**src/rtl/game_pkg.sv**
```systemverilog
// Shared game-side types and clock-domain default timing constants.
package game_pkg;

    typedef enum logic [1:0] {
        KS_IDLE,
        KS_DELAY,
        KS_REPEAT
    } key_state_t;

    localparam int unsigned GAME_DEBOUNCE_CYCLES = 4;
    localparam int unsigned GAME_REPEAT_DELAY    = 8;
    localparam int unsigned GAME_REPEAT_RATE     = 4;
    localparam int unsigned GAME_CNT_W           = 8;

endpackage

```
**src/rtl/key_channel.sv**
```systemverilog
// One key input: 2-FF sync, debounce, press edge and hold-to-repeat.
// pulse_c is the next-cycle pulse; the top registers it after masking.
module key_channel
    import game_pkg::*;
#(
    parameter int unsigned DEBOUNCE_CYCLES = GAME_DEBOUNCE_CYCLES,
    parameter int unsigned REPEAT_DELAY    = GAME_REPEAT_DELAY,
    parameter int unsigned REPEAT_RATE     = GAME_REPEAT_RATE,
    parameter int unsigned CNT_W           = GAME_CNT_W
) (
    input  logic CLK,
    input  logic RST,
    input  logic key,
    output logic pulse_c
);

    logic             s1;
    logic             s2;
    logic             db;
    logic [CNT_W-1:0] cnt;
    key_state_t       state;
    key_state_t       state_d;
    logic [CNT_W-1:0] rcnt;
    logic [CNT_W-1:0] rcnt_d;

    // Synchroniser and debounce: level changes only after enough consecutive mismatches.
    always_ff @(posedge CLK) begin
        if (RST) begin
            s1  <= 1'b0;
            s2  <= 1'b0;
            db  <= 1'b0;
            cnt <= '0;
        end else begin
            s1 <= key;
            s2 <= s1;
            if (s2 == db) begin
                cnt <= '0;
            end else if (cnt == CNT_W'(DEBOUNCE_CYCLES - 1)) begin
                db  <= s2;
                cnt <= '0;
            end else begin
                cnt <= cnt + CNT_W'(1);
            end
        end
    end

    always_ff @(posedge CLK) begin
        if (RST) begin
            state <= KS_IDLE;
            rcnt  <= '0;
        end else begin
            state <= state_d;
            rcnt  <= rcnt_d;
        end
    end

    // Repeat scheduler; a release seen in the same cycle as a due repeat suppresses it.
    always_comb begin
        state_d = state;
        rcnt_d  = rcnt;
        pulse_c = 1'b0;
        case (state)
            KS_IDLE: begin
                if (db) begin
                    pulse_c = 1'b1;
                    state_d = KS_DELAY;
                    rcnt_d  = CNT_W'(1);
                end
            end
            KS_DELAY: begin
                if (!db) begin
                    state_d = KS_IDLE;
                    rcnt_d  = '0;
                end else if (REPEAT_DELAY != 0 && rcnt == CNT_W'(REPEAT_DELAY)) begin
                    pulse_c = 1'b1;
                    state_d = KS_REPEAT;
                    rcnt_d  = CNT_W'(1);
                end else if (rcnt != '1) begin
                    rcnt_d = rcnt + CNT_W'(1);
                end
            end
            KS_REPEAT: begin
                if (!db) begin
                    state_d = KS_IDLE;
                    rcnt_d  = '0;
                end else if (rcnt == CNT_W'(REPEAT_RATE)) begin
                    pulse_c = 1'b1;
                    rcnt_d  = CNT_W'(1);
                end else begin
                    rcnt_d = rcnt + CNT_W'(1);
                end
            end
            default: begin
                state_d = KS_IDLE;
                rcnt_d  = '0;
            end
        endcase
    end

endmodule

```
**src/rtl/move_pulse_gen.sv**
```systemverilog
// Ship L/R move pulse generator: two key channels plus mutual-exclusion masking.
module move_pulse_gen
    import game_pkg::*;
#(
    parameter int unsigned DEBOUNCE_CYCLES = GAME_DEBOUNCE_CYCLES,
    parameter int unsigned REPEAT_DELAY    = GAME_REPEAT_DELAY,
    parameter int unsigned REPEAT_RATE     = GAME_REPEAT_RATE,
    parameter int unsigned CNT_W           = GAME_CNT_W
) (
    input  logic CLK,
    input  logic RST,
    input  logic KEY_L,
    input  logic KEY_R,
    output logic L,
    output logic R
);

    logic pulse_l_c;
    logic pulse_r_c;

    key_channel #(
        .DEBOUNCE_CYCLES(DEBOUNCE_CYCLES),
        .REPEAT_DELAY   (REPEAT_DELAY),
        .REPEAT_RATE    (REPEAT_RATE),
        .CNT_W          (CNT_W)
    ) u_chan_l (
        .CLK    (CLK),
        .RST    (RST),
        .key    (KEY_L),
        .pulse_c(pulse_l_c)
    );

    key_channel #(
        .DEBOUNCE_CYCLES(DEBOUNCE_CYCLES),
        .REPEAT_DELAY   (REPEAT_DELAY),
        .REPEAT_RATE    (REPEAT_RATE),
        .CNT_W          (CNT_W)
    ) u_chan_r (
        .CLK    (CLK),
        .RST    (RST),
        .key    (KEY_R),
        .pulse_c(pulse_r_c)
    );

    // Coincident pulses cancel; both channels keep their own repeat phase.
    always_ff @(posedge CLK) begin
        if (RST) begin
            L <= 1'b0;
            R <= 1'b0;
        end else begin
            L <= pulse_l_c & ~pulse_r_c;
            R <= pulse_r_c & ~pulse_l_c;
        end
    end

endmodule
```
**config.mk**
```make
export PLATFORM = sky130hd
export DESIGN_NAME = move_pulse_gen
export DESIGN_NICKNAME = d
export VERILOG_FILES = /design/src/rtl/game_pkg.sv /design/src/rtl/key_channel.sv /design/src/rtl/move_pulse_gen.sv
export SDC_FILE = /design/constraint.sdc
export NUM_CORES = 1
export LEC_CHECK = 0
export CAP_MARGIN = 20
export CORE_MARGIN = 2
export CORE_UTILIZATION = 40
export CTS_BUF_LIST = sky130_fd_sc_hd__clkbuf_8
export DETAILED_ROUTE_END_ITERATION = 16
export GPL_ROUTABILITY_DRIVEN = 0
export HOLD_SLACK_MARGIN = 0.03
export SLEW_MARGIN = 20
export SYNTH_ARGS = -nofsm -noshare
export SYNTH_HDL_FRONTEND = slang
export SYNTH_SLANG_ARGS = --single-unit
```
**constraint.sdc**
```tcl
create_clock -name CLK -period 1.55 [get_ports CLK]
set_input_delay 0.465 -clock CLK [delete_from_list [all_inputs] [get_ports CLK]]
set_output_delay 0.465 -clock CLK [all_outputs]
set_load 0.01 [all_outputs]
```
==> results of run 1 <==
[cell families after synthesis]
logic type | after synthesis
buffers and inverters | 25
muxes | 7
and+or+nand+nor | 118
xor gates and xnor gates | 14
adders and majority gates | 16
DFF | 44
AOI/OAI and AO/OA | 46
[power groups by stage]
stage	logic, mW	registers, mW	clock network (mW)
2_1_floorplan	0.446	1.25	0
4_1_cts	0.872	1.22	0.809
3_5_place_dp	0.804	1.25	0
6_report	1.12	1.24	0.781
5_1_grt	1.21	1.25	0.858
3_3_place_gp	0.803	1.25	0
[sequential cells by signal (all words and copies together) (netlist names), 2 cells and up]
signal          flops
u_chan_l.rcnt       8
u_chan_r.state      2
u_chan_r.cnt        8
u_chan_l.cnt        8
u_chan_r.rcnt       8
u_chan_l.state      2
[critical path: stages, from the launching register on]
cell      delay (ns)
dfxtp_4         0.38
inv_4           0.07
ha_4            0.14
nand2_4         0.06
a31o_4          0.24
buf_6           0.12
o21ai_4         0.24
nand2b_4        0.24
o32ai_2         0.08
[metrics by stage]
stage	util [%]	total power, mW	hold WS [ns]	instances
4_1_cts	57.2	2.90	0.451	411
2_1_floorplan	-	1.69	0.413	270
6_report	62.0	3.14	0.445	414
5_1_grt	62.0	3.31	0.474	414
3_3_place_gp	52.3	2.05	0.422	393
3_5_place_dp	52.3	2.05	0.424	393
[cell usage in the layout (no fill, tap or decap), drive strengths merged, types with 8 or more instances in the layout]
cell type,Yosys,layout
a21oi,15,15
and3,8,8
buf,5,66
dfxtp,44,44
ha,16,16
inv,17,17
nand2,23,23
nand3,19,19
nor2,29,29
nor2b,10,10
o21ai,9,10
[routing by layer]
metal  global-route usage (%)  wire length (um)  vias to the layer above
met4                     6.10                74                        0
met5                        0                 0                        -
met1                     24.0              2720                     1020
met3                     3.37               124                       11
li1                         -                 -                     1090
met2                     30.5              2890                       28
[final timing paths]
check,end,cells after the start
worst max-delay path,u_chan_l.rcnt[6],8
worst min-delay path,u_chan_l.cnt[0],1
worst max register to register,u_chan_l.rcnt[6],8
worst min register to register,u_chan_l.cnt[0],1
[area by class of cell]
cell class                      count  area (um2)  area share, %
Multi-Input combinational cell    202        1720           49.7
Clock inverter                      2        15.0          0.435
Timing Repair Buffer               71         569           16.5
Tap cell                           72        90.1           2.61
Inverter                           17        73.8           2.14
Clock buffer                        6        82.6           2.39
Sequential cell                    44         906           26.2
[repair_timing]
item / CTS / global route
hold buffers: 0 / 0
setup buffers: 9 / 4
cloned: 1 / 0
gates resized for setup: 36 / 51
pin swaps: 16 / 15
setup endpoints to repair: 21 / 22
==> metrics.log, run 1 <==
[metrics] iteration count of the initial detailed-routing pass: 4
[metrics] height of the die: 80.6 um
[metrics] final worst path period need: 1.69 ns
[metrics] nature of the critical path startpoint: flip-flop
[metrics] worst relative slew slack: 75.8%
[metrics] x dimension of the die: 80.6 um
[metrics] setup slack at placement: -0.126 ns
[metrics] Synth Area per Inst: 8.69 um2
[metrics] most frequently used flop master after synthesis: dfxtp_1
[metrics] multiplexer share of the synthesized area: 3.15%
[metrics] DR DRC count: 0
[metrics] Comb power frac: 35.6%
[metrics] Worst Hold Launch: u_chan_l.cnt[0]
[metrics] number of warnings printed during yosys synthesis: 0
[metrics] TritonCTS buffer count: 5
[metrics] number of sinks on the clock net: 44
[metrics] standard-cell rows: 27
[metrics] setup repair after global routing missed its margin: yes
[metrics] Max Cap Violations: 0
[metrics] number of antenna violations at the first check in global routing: 0
[metrics] remaining number of nets flagged by the antenna check after routing: 0
[metrics] effective utilization at floorplan: 42.1%
[metrics] maximum number of pins on one net before global-route repair: 15
[metrics] worst clock skew: 0.00697 ns
[metrics] # setup viols final: 17
[metrics] GRT Overall Usage: 18.4%
[metrics] violations in the final reports: negative setup slack
[metrics] PnR worst setup slack: -0.141 ns
[metrics] net total in the final layout: 361
[metrics] P&R area growth vs syn: 47.3%
[metrics] minimum setup slack among reg-to-reg paths: -0.14 ns
[metrics] WL/cell: 14.0 um
[metrics] wirelength, routed: 5810 um
[metrics] residual overflow from global routing: 0
[metrics] cell with the most instances after synthesis: dfxtp_1
[metrics] n_diodes: 0
[metrics] largest family of logic cells by synthesized area: simple AND/OR/NAND/NOR gates
[metrics] number of flops mapped to enable cells by yosys: 0
[metrics] fraction of power consumed by the clock network: 24.9%
[metrics] Internal: 2.15 mW
[metrics] area fraction in compound gates after synthesis: 15.1%
[metrics] xor-xnor portion of the synthesized cell area: 5.23%
[metrics] post-route design area: 3450 um2
[metrics] sum of negative setup slack: -1.56 ns
[metrics] Detail Placement HPWL: 3780 um
[metrics] share of total power in sequential cells: 39.5%
[metrics] number of top-level pins: 6
[metrics] synthesized area: 2350 um2
[metrics] switching power total: 0.993 mW
[metrics] critical path capture point type: flip-flop
[metrics] source of the critical timing path: u_chan_l.state[1]
[metrics] required time of the critical path: 1.73 ns
[metrics] kind of critical path: flip-flop to flip-flop
[metrics] number of global-route vias before repair: 2089
[metrics] post-synthesis cell count: 270
[metrics] Total Die Area: 6490 um2
[metrics] simple-gate share of the synthesized area: 26.1%
[metrics] part of the cycle the worst path needs: 109%
[metrics] number of flip-flops and latches in the synthesized netlist: 44
[metrics] cell accounting for the most synthesized area: dfxtp_1
[metrics] Tightest Pin Transition: 0.362 ns
[metrics] leakage power: 1.38 nW
[metrics] IO buf count: 5
[metrics] async set or reset register ratio after synthesis: 0%
[metrics] clock latency at the later pin of the worst-skew pair: 0.30 ns
[metrics] number of vias per cell after detailed routing: 5.19
[metrics] starting DRC count in detailed routing: 82
[metrics] CTS HTree Levels: 2
[metrics] post-synthesis share of cell area spent on full adders, half adders and majority gates: 8.53%
[metrics] largest cells by area after synthesis: dfxtp_1 (38%), ha_1 (8.5%), nor2_1 (4.6%)
[metrics] fmax: 591 MHz
[metrics] critical path data arrival time: 1.88 ns
[metrics] share of synthesized area occupied by flip-flops and latches: 37.5%
[metrics] switching fraction of total power: 31.6%
[metrics] Placement Cell Area: 2910 um2
[metrics] post-synthesis net count: 290
[metrics] power per cell area: 909 nW/um2
[metrics] share of final-layout standard cells stronger than drive strength 1: 44.2%
[metrics] Clock Path Buffers: 2
[metrics] vias after detailed routing: 2149
[metrics] number of different library cells in the post-synthesis netlist: 45
[metrics] layout filler cell count: 461
[metrics] buffer type at the clock tree root: clkbuf_8
[metrics] Worst Hold Class: flip-flop to flip-flop
[metrics] peak fanout along the critical path: 6
[metrics] reg2reg start: u_chan_l.state[1]
[metrics] wire length of the first global-routing pass: 9470 um
[metrics] clock tree from TritonCTS: built
[metrics] Max Slew Vio Count: 0
[metrics] proportion of netlist area held by the largest area contributor: 37.5%
[metrics] Fin. Hold Viols: 0
[metrics] clock transition at the register clock pins on the worst setup and hold paths after CTS: 0.09 ns
[metrics] worst vdd ir: 0.737 mV
[metrics] CORE AREA: 5570 um2
[metrics] cell types with the highest counts after synthesis: dfxtp_1 (44), nor2_1 (29), nand2_1 (21)
[metrics] result of the run: finished, violations left
(Power assumes the default switching activity.)
==> run 2, diff against run 1 <==
--- a/config.mk
+++ b/config.mk
@@ -7,12 +7,13 @@
 export LEC_CHECK = 0
 export CAP_MARGIN = 20
 export CORE_MARGIN = 2
-export CORE_UTILIZATION = 40
+export CORE_UTILIZATION = 49
 export CTS_BUF_LIST = sky130_fd_sc_hd__clkbuf_8
 export DETAILED_ROUTE_END_ITERATION = 16
 export GPL_ROUTABILITY_DRIVEN = 0
 export HOLD_SLACK_MARGIN = 0.03
-export SLEW_MARGIN = 20
+export PLACE_DENSITY = 0.68
+export SLEW_MARGIN = 40
 export SYNTH_ARGS = -nofsm -noshare
 export SYNTH_HDL_FRONTEND = slang
 export SYNTH_SLANG_ARGS = --single-unit
==> metrics.log, run 2 (synthesis gave the netlist of run 1 again) <==
[metrics] Detail Placement HPWL: 3580 um
[metrics] height of the die: 73.2 um
[metrics] critical-path cell list: nor4_4 > a31o_4 > o21ai_4 > or3_4 > a21oi_2
[metrics] P&R area growth vs syn: 42.8%
[metrics] worst clock skew: 0.0101 ns
[metrics] share of final-layout standard cells stronger than drive strength 1: 41.1%
[metrics] effective utilization at floorplan: 50.3%
[metrics] power per cell area: 897 nW/um2
[metrics] number of sinks on the clock net: 44
[metrics] # setup viols final: 19
[metrics] multi-input logic area: 1690 um2
[metrics] kind of critical path: flip-flop to flip-flop
[metrics] wire length of the first global-routing pass: 8910 um
[metrics] net total in the final layout: 352
[metrics] post-route design area: 3350 um2
[metrics] residual overflow from global routing: 0
[metrics] delay-heaviest family, CP: simple AND/OR/NAND/NOR gates
[metrics] vias after detailed routing: 2142
[metrics] setup repair after global routing missed its margin: yes
[metrics] TritonCTS buffer count: 5
[metrics] final worst path period need: 1.72 ns
[metrics] nature of the critical path startpoint: flip-flop
[metrics] leakage power: 1.36 nW
[metrics] Fin. Hold Viols: 0
[metrics] worst relative slew slack: 72.3%
[metrics] Clock Path Buffers: 2
[metrics] clock latency at the later pin of the worst-skew pair: 0.30 ns
[metrics] iteration count of the initial detailed-routing pass: 4
[metrics] Max Cap Violations: 0
[metrics] Max Slew Vio Count: 0
[metrics] CTS HTree Levels: 2
[metrics] Worst Hold Class: flip-flop to flip-flop
[metrics] clock tree from TritonCTS: built
[metrics] DR DRC count: 0
[metrics] clock transition at the register clock pins on the worst setup and hold paths after CTS: 0.09 ns
[metrics] setup slack at placement: -0.142 ns
[metrics] layout filler cell count: 333
[metrics] worst hold slack after final layout: 0.450 ns
[metrics] violations in the final reports: negative setup slack
[metrics] number of vias per cell after detailed routing: 5.53
[metrics] GRT Overall Usage: 21.2%
[metrics] critical path capture point type: flip-flop
[metrics] PnR worst setup slack: -0.166 ns
[metrics] number of top-level pins: 6
[metrics] quantity of hold-fixing buffers added after cts: 0
[metrics] n_diodes: 0
[metrics] Post-Place Cells: 368
[metrics] wirelength, routed: 5780 um
[metrics] CORE AREA: 4660 um2
[metrics] starting DRC count in detailed routing: 80
[metrics] number of antenna violations at the first check in global routing: 0
[metrics] maximum number of pins on one net before global-route repair: 15
[metrics] Total Die Area: 5360 um2
[metrics] Overall Power: 3.01 mW
[metrics] Tightest Pin Transition: 0.411 ns
[metrics] most frequent cells in the layout: buf_4 (49), dfxtp_1 (34), nor2_1 (28)
[metrics] required time of the critical path: 1.78 ns
[metrics] remaining number of nets flagged by the antenna check after routing: 0
[metrics] fmax: 583 MHz
[metrics] part of the cycle the worst path needs: 111%
[metrics] peak fanout along the critical path: 5
[metrics] Placement Cell Area: 2850 um2
[metrics] delay of the slowest cell on the worst path: 0.41 ns
[metrics] worst vdd ir: 0.568 mV
[metrics] result of the run: finished, violations left
[metrics] most common library cell in the layout ignoring fill and taps: buf_4
[metrics] Cell Count, Final, Fillers Out: 387
[metrics] sum of negative setup slack: -2.09 ns
[metrics] critical path data arrival time: 1.95 ns
[metrics] number of global-route vias before repair: 2042
[metrics] x dimension of the die: 73.2 um
[metrics] IO buf count: 5
[metrics] storage element area: 901 um2
[metrics] cell with the biggest individual delay on the critical path: nor4_4
[metrics] buffer type at the clock tree root: clkbuf_8
[metrics] share of the core filled with cells in the final layout: 71.9%
[metrics] count of buffer and inverter cells on the critical path: 0
[metrics] WL/cell: 14.9 um
[metrics] standard-cell rows: 25
-- run 2: worst reg2reg max path, cell delays in order (launching register included) --
cell,delay (ns)
dfxtp_2,0.34
nor4_4,0.41
a31o_4,0.29
o21ai_4,0.10
or3_4,0.38
a21oi_2,0.12
-- run 2: worst paths after layout --
kind,from,end,slack [ns],cells past startpoint
worst max-delay path,u_chan_l.rcnt[4],u_chan_l.rcnt[0],-0.17,5
worst min-delay path,u_chan_l.s1,u_chan_l.s2,0.45,1
worst max register to register,u_chan_l.rcnt[4],u_chan_l.rcnt[0],-0.17,5
worst min register to register,u_chan_l.s1,u_chan_l.s2,0.45,1
-- run 2: final cells by class --
type / instances / area share (%)
clock buffer: 5 / 2.05
timing repair buffer: 62 / 15.3
clock inverter: 3 / 1.27
sequential: 44 / 26.9
tap: 54 / 2.02
inverter: 17 / 2.05
multi-input combinational: 202 / 50.4
-- run 2: repair_timing --
| action | 4_1_cts | 5_1_grt |
|---|---|---|
| setup endpoints to repair | 21 | 22 |
| setup buffers | 7 | 3 |
| gates resized for setup | 34 | 43 |
| pin swaps | 12 | 22 |
| gates cloned | 1 | 0 |
-- run 2: report_power, final --
part	internal, mW	total, mW	switching [mW]
Sequential	1.18	1.24	0.0531
Clock	0.477	0.870	0.393
Combinational	0.456	0.900	0.444
Total	2.12	3.01	0.890
-- run 2: layer usage --
metal | track usage, % | up-vias | routed length, um
li1 | - | 1077 | -
met1 | 26.8 | 1029 | 2600
met2 | 35.1 | 29 | 2950
met3 | 5.94 | 7 | 151
met4 | 6.38 | 0 | 72
met5 | 0 | - | 0
==> run 3, diff against run 2 <==
--- a/config.mk
+++ b/config.mk
@@ -6,13 +6,15 @@
 export NUM_CORES = 1
 export LEC_CHECK = 0
 export CAP_MARGIN = 20
+export CELL_PAD_IN_SITES_DETAIL_PLACEMENT = 1
+export CELL_PAD_IN_SITES_GLOBAL_PLACEMENT = 2
 export CORE_MARGIN = 2
-export CORE_UTILIZATION = 49
+export CORE_UTILIZATION = 36
 export CTS_BUF_LIST = sky130_fd_sc_hd__clkbuf_8
 export DETAILED_ROUTE_END_ITERATION = 16
 export GPL_ROUTABILITY_DRIVEN = 0
 export HOLD_SLACK_MARGIN = 0.03
-export PLACE_DENSITY = 0.68
+export PLACE_DENSITY_LB_ADDON = 0.1
 export SLEW_MARGIN = 40
 export SYNTH_ARGS = -nofsm -noshare
 export SYNTH_HDL_FRONTEND = slang
==> metrics.log, run 3 (synthesis gave the netlist of run 1 again) <==
[metrics] wirelength, routed: 6740 um
[metrics] clock transition at the register clock pins on the worst setup and hold paths after CTS: 0.09 ns
[metrics] clock tree from TritonCTS: built
[metrics] critical path data arrival time: 1.98 ns
[metrics] clock latency at the later pin of the worst-skew pair: 0.30 ns
[metrics] switching power total: 0.983 mW
[metrics] standard-cell rows: 29
[metrics] share of final-layout standard cells stronger than drive strength 1: 44.1%
[metrics] layout filler cell count: 717
[metrics] count of buffer and inverter cells on the critical path: 1
[metrics] WL/cell: 16.2 um
[metrics] maximum number of pins on one net before global-route repair: 14
[metrics] result of the run: finished, violations left
[metrics] CORE AREA: 6310 um2
[metrics] Max Cap Violations: 0
[metrics] DR DRC count: 0
[metrics] n_diodes: 0
[metrics] delay of the slowest cell on the worst path: 0.39 ns
[metrics] number of sinks on the clock net: 44
[metrics] nature of the critical path startpoint: flip-flop
[metrics] number of global-route vias before repair: 2278
[metrics] P&R area growth vs syn: 47.5%
[metrics] grt met3 use: 2.95%
[metrics] final worst path period need: 1.75 ns
[metrics] effective utilization at floorplan: 37.2%
[metrics] worst clock skew: 0.00625 ns
[metrics] delay-heaviest family, CP: simple AND/OR/NAND/NOR gates
[metrics] PnR worst setup slack: -0.201 ns
[metrics] vias after detailed routing: 2193
[metrics] CTS HTree Levels: 2
[metrics] critical-path cell list: nor4_4 > and2_4 > buf_6 > a31oi_4 > or3_4 > a21oi_2
[metrics] height of the die: 84.7 um
[metrics] iteration count of the initial detailed-routing pass: 6
[metrics] part of the cycle the worst path needs: 113%
[metrics] GRT met1 Usage: 26.2%
[metrics] cell with the biggest individual delay on the critical path: or3_4
[metrics] Post-Place Cells: 398
[metrics] Comb power frac: 34.5%
[metrics] Max Slew Vio Count: 0
[metrics] critical path capture point type: flip-flop
[metrics] busiest layer in global routing: met2
[metrics] multi-input logic area: 1720 um2
[metrics] # setup viols final: 20
[metrics] wire length of the first global-routing pass: 10900 um
[metrics] number of vias per cell after detailed routing: 5.26
[metrics] peak fanout along the critical path: 3
[metrics] TritonCTS buffer count: 5
[metrics] leakage power: 1.39 nW
[metrics] residual overflow from global routing: 0
[metrics] setup repair after global routing missed its margin: yes
[metrics] number of antenna violations at the first check in global routing: 0
[metrics] starting DRC count in detailed routing: 65
[metrics] GRT Overall Usage: 18.6%
[metrics] share of the core filled with cells in the final layout: 54.8%
[metrics] kind of critical path: flip-flop to flip-flop
[metrics] x dimension of the die: 84.7 um
[metrics] required time of the critical path: 1.77 ns
[metrics] Internal: 2.09 mW
[metrics] switching fraction of total power: 32.0%
[metrics] number of top-level pins: 6
[metrics] fmax: 571 MHz
[metrics] IO buf count: 5
[metrics] storage element area: 906 um2
[metrics] setup slack at placement: -0.177 ns
[metrics] Tightest Pin Transition: 0.322 ns
[metrics] Total Die Area: 7180 um2
[metrics] global-route met2 utilization: 29.7%
[metrics] remaining number of nets flagged by the antenna check after routing: 0
[metrics] worst relative slew slack: 78.5%
[metrics] power per cell area: 889 nW/um2
[metrics] Detail Placement HPWL: 4590 um
[metrics] share of total power in sequential cells: 40.5%
[metrics] Worst Hold Class: flip-flop to flip-flop
[metrics] fraction of power consumed by the clock network: 25.0%
[metrics] Cell Count, Final, Fillers Out: 417
[metrics] worst hold slack after final layout: 0.458 ns
[metrics] Fin. Hold Viols: 0
[metrics] worst vdd ir: 0.701 mV
[metrics] net total in the final layout: 359
[metrics] violations in the final reports: negative setup slack
[metrics] most common library cell in the layout ignoring fill and taps: buf_4
[metrics] buffer type at the clock tree root: clkbuf_8
[metrics] most frequent cells in the layout: buf_4 (54), dfxtp_1 (34), nor2_1 (29)
[metrics] Clock Path Buffers: 2
[run 3: cell count changes in the layout (fill, tap and decap cells not counted), sizes merged]
cell and delta:
buf +7, bufinv -1, clkbuf +1, clkinv +1, clkinvlp -1
[run 3: final timing paths]
path / from / end / slack (ns) / cells past startpoint
worst min-delay path: u_chan_l.cnt[0] / u_chan_l.cnt[0] / 0.46 / 1
worst max-delay path: u_chan_l.rcnt[4] / u_chan_l.rcnt[0] / -0.20 / 6
worst min register to register: u_chan_l.cnt[0] / u_chan_l.cnt[0] / 0.46 / 1
worst max register to register: u_chan_l.rcnt[4] / u_chan_l.rcnt[0] / -0.20 / 6
[run 3: power groups by stage]
stage	combinational [mW]	clock (mW)	sequential [mW]
after floorplan	0.446	0	1.25
after global placement	0.775	0	1.25
after detailed placement	0.782	0	1.25
after CTS	0.887	0.804	1.24
after global routing	1.16	0.840	1.26
final	1.06	0.769	1.25
[run 3: metal layers]
metal,wire length [um],vias to the layer above
met1,3340,1078
met2,3220,21
met3,126,4
met5,0,-
met4,42,0
li1,-,1090
[run 3: what timing repair did]
item / CTS / global route
pin swaps: 16 / 24
endpoints found under the setup margin: 24 / 22
hold buffers: 0 / 0
setup buffers: 3 / 8
endpoints found under the hold margin: 0 / 0
resized for setup: 40 / 48
gates cloned: 1 / 0
[run 3: layout make-up]
cell class	instances	share of cell area, %
clock inverter	2	0.289
multi-input combinational	202	49.8
tap	77	2.78
clock buffer	6	2.39
sequential	44	26.2
inverter	17	1.99
timing repair buffer	69	16.6
[run 3: per-stage QoR]
| step | instance area [um2] | TNS, ns | power, mW |
|---|---|---|---|
| 3_3_place_gp | 2920 | -2.21 | 2.02 |
| 2_1_floorplan | 2410 | 0 | 1.69 |
| 4_1_cts | 3200 | -0.944 | 2.93 |
| 5_1_grt | 3460 | -3.19 | 3.26 |
| 6_report | 3460 | -1.31 | 3.08 |
| 3_5_place_dp | 2920 | -3.14 | 2.03 |
==> patch (flow settings as in run 3) <==
`GAME_CNT_W`: 8 -> 6.
--- a/src/rtl/game_pkg.sv
+++ b/src/rtl/game_pkg.sv
@@ -10,7 +10,7 @@
     localparam int unsigned GAME_DEBOUNCE_CYCLES = 4;
     localparam int unsigned GAME_REPEAT_DELAY    = 8;
     localparam int unsigned GAME_REPEAT_RATE     = 4;
-    localparam int unsigned GAME_CNT_W           = 8;
+    localparam int unsigned GAME_CNT_W           = 6;
 
 endpackage
 
Formal check against the unedited RTL: no difference found for any inputs over 10 cycles, from zero or initial values and one cycle with RST high; that may be too few to reach the edited logic, so the function may still have changed.
==> patch against run 3 <==
The flow still finishes with violations (setup timing); non-clock buffer count shrank 11; synthesized area decreased by 12%; sequential cell count down 8; routed wire length shrank 12%; setup slack better by 0.12 ns; sequential share of layout area is 1.4 points lower; maximum frequency up 7.7%; cell area fell by 14%.
Power is not compared: it rests on default switching activity, and its combinational part moved more than twofold at a synthesized area within 25%.
==> patch: results (changes against run 3) <==
Worst setup path
  – Crit Path Class: reg2reg
  – Worst r2r src: u_chan_l.rcnt[1]$_SDFFE_PP0P_
  – CP max stage cell: a2111oi_4
  – Top cell family by delay on the critical path: compound AO/OA/AOI/OAI gates
  – Crit-path max FO: 4 (+1)
  – CP endpoint: u_chan_l.rcnt[5]$_SDFFE_PP0P_
  – Critical path arrival: 1.83 ns (-0.15 ns)
  – Crit path largest cell delay: 0.40 ns
  – Cells on worst reg2reg path: 7 (+1)

STA
  – Slew HR: 68.5% (-10 points)
  – Final setup viols: 11 (-45%)
  – Slew Viols, Final: 0 (unchanged)
  – Clock skew: 0.0101 ns (+0.00386 ns)
  – Setup TNS: -0.363 ns (+0.949 ns)
  – Setup ws final: -0.0767 ns (+0.124 ns)
  – Final Hold Fails: 0 (unchanged)

Final layout
  – Diodes inserted: 0 (unchanged)
  – Final nets: 305 (-15%)
  – Fillers: 643 (-10%)
  – Proportion of layout cells with a drive suffix above 1: 43.4% (-0.76 points)
  – Finished Layout Cells: 358 (-14%)

Route
  – Routed wl met3: 126 µm (unchanged)
  – Drt pass-1 iters: 4 (-2)
  – Met2 WL: 2920 µm (-9.4%)
  – DR vias: 1924 (-12%)
  – DR top layer: met4
  – 1st-iter DRT viols: 68 (+4.6%)
  – Routed length per instance: 16.6 µm (+2.8%)
  – Metal-1 WL: 2830 µm (-15%)

Synthesis
  – Top cells by area, synth: dfxtp_1, ha_1, nand3_1
  – Commonest cells post-synth: dfxtp_1, nand3_1, nor2_1, nand2_1
  – Average size of a mapped cell: 9.14 µm² (+5.2%)
  – Mapped Nets: 247 (-15%)
  – Yosys Warn Count: 0 (unchanged)
  – Post-synth ARST share: 0% (unchanged)
  – Seq/Total Area, Yosys: 34.7% (-2.8 points)
  – Distinct cell type count after synthesis: 51 (+13%)

Worst hold path
  – Worst Hold Class: reg2reg

Place
  – Place WS: -0.337 ns (-0.160 ns)
  – Post-Place Cells: 337 (-15%)
  – PortBufs: 5 (unchanged)
  – DP HPWL: 4260 µm (-7.3%)

Global route
  – Antenna violations before repair: 0 (unchanged)
  – Vias in the first global route: 2033 (-11%)
  – Total Routing Usage GR: 19.3% (+0.66 points)
  – Largest net degree at the start of global routing: 14 (unchanged)
  – First-pass GRT wire length: 9710 µm (-11%)

Clock tree
  – # H-tree levels: 2 (unchanged)
  – Worst skew pair latency: 0.29 ns
  – CTS Buf Count: 5 (unchanged)
  – Clock buffer depth: 2 (unchanged)
  – Worst-path clk slew: 0.08 ns
  – Root Buffer: clkbuf_8

Run status
  – Run status: finished, violations left
  – Failing checks: setup timing

Power and ir drop
  – Max IR drop VDD: 0.000523 V
  – Leak: 1.11 nW
## patch: through the flow
step / hold WS, ns / instance area (µm²)
after floorplan: 0.414 / 2100
after global placement: 0.429 / 2490
after detailed placement: 0.437 / 2490
after CTS: 0.455 / 2810
after global routing: 0.471 / 2960
final: 0.450 / 2960
## patch: kinds of logic (layout without fill, tap and decap cells)
family,after synthesis,after routing,synth area share [%]
simple gates,96,96,26.0
buf+inv,23,82,5.36
fa+ha+maj,16,16,9.64
flops,36,36,34.7
mux,2,2,0.964
xor+xnor,9,9,3.80
compound gates,45,45,19.5
## patch: routing by layer
layer | global-route usage (%) | up-vias
li1 | - | 937
met1 | 25.1 | 961
met2 | 32.7 | 20
met3 | 2.94 | 6
met4 | 5.59 | 0
met5 | 0 | -
## patch: worst min path at each step
stage	cells after the start	from	endpoint
after floorplan	1	u_chan_l.s1$_SDFF_PP0_	u_chan_l.s2$_SDFF_PP0_
final	1	u_chan_r.s1$_SDFF_PP0_	u_chan_r.s2$_SDFF_PP0_
after global placement	1	u_chan_l.cnt[0]$_SDFF_PP0_	u_chan_l.cnt[0]$_SDFF_PP0_
after CTS	1	u_chan_r.s1$_SDFF_PP0_	u_chan_r.s2$_SDFF_PP0_
after global routing	1	u_chan_r.s1$_SDFF_PP0_	u_chan_r.s2$_SDFF_PP0_
after detailed placement	1	u_chan_r.s1$_SDFF_PP0_	u_chan_r.s2$_SDFF_PP0_
## patch: timing repair
item | in CTS | in global routing
setup buffers | 10 | 5
cloned | 0 | 0
pin swaps | 26 | 14
setup endpoints to repair | 21 | 24
gates resized for setup | 43 | 24
## patch: final cells by class
type | count | area, µm² | share of cell area (%)
clock buffers | 5 | 68.8 | 2.32
clock inverters | 3 | 38.8 | 1.31
inverters | 16 | 62.6 | 2.11
multi-input cells | 168 | 1480 | 49.9
flip-flops and latches | 36 | 734 | 24.8
well taps | 72 | 90.1 | 3.04
repair buffers | 58 | 489 | 16.5
## patch: where the power goes
group / switching (W) / internal (W)
registers: 0.0000204 / 0.000946
clock network: 0.000351 / 0.000471
logic: 0.000195 / 0.000190
total: 0.000567 / 0.00161
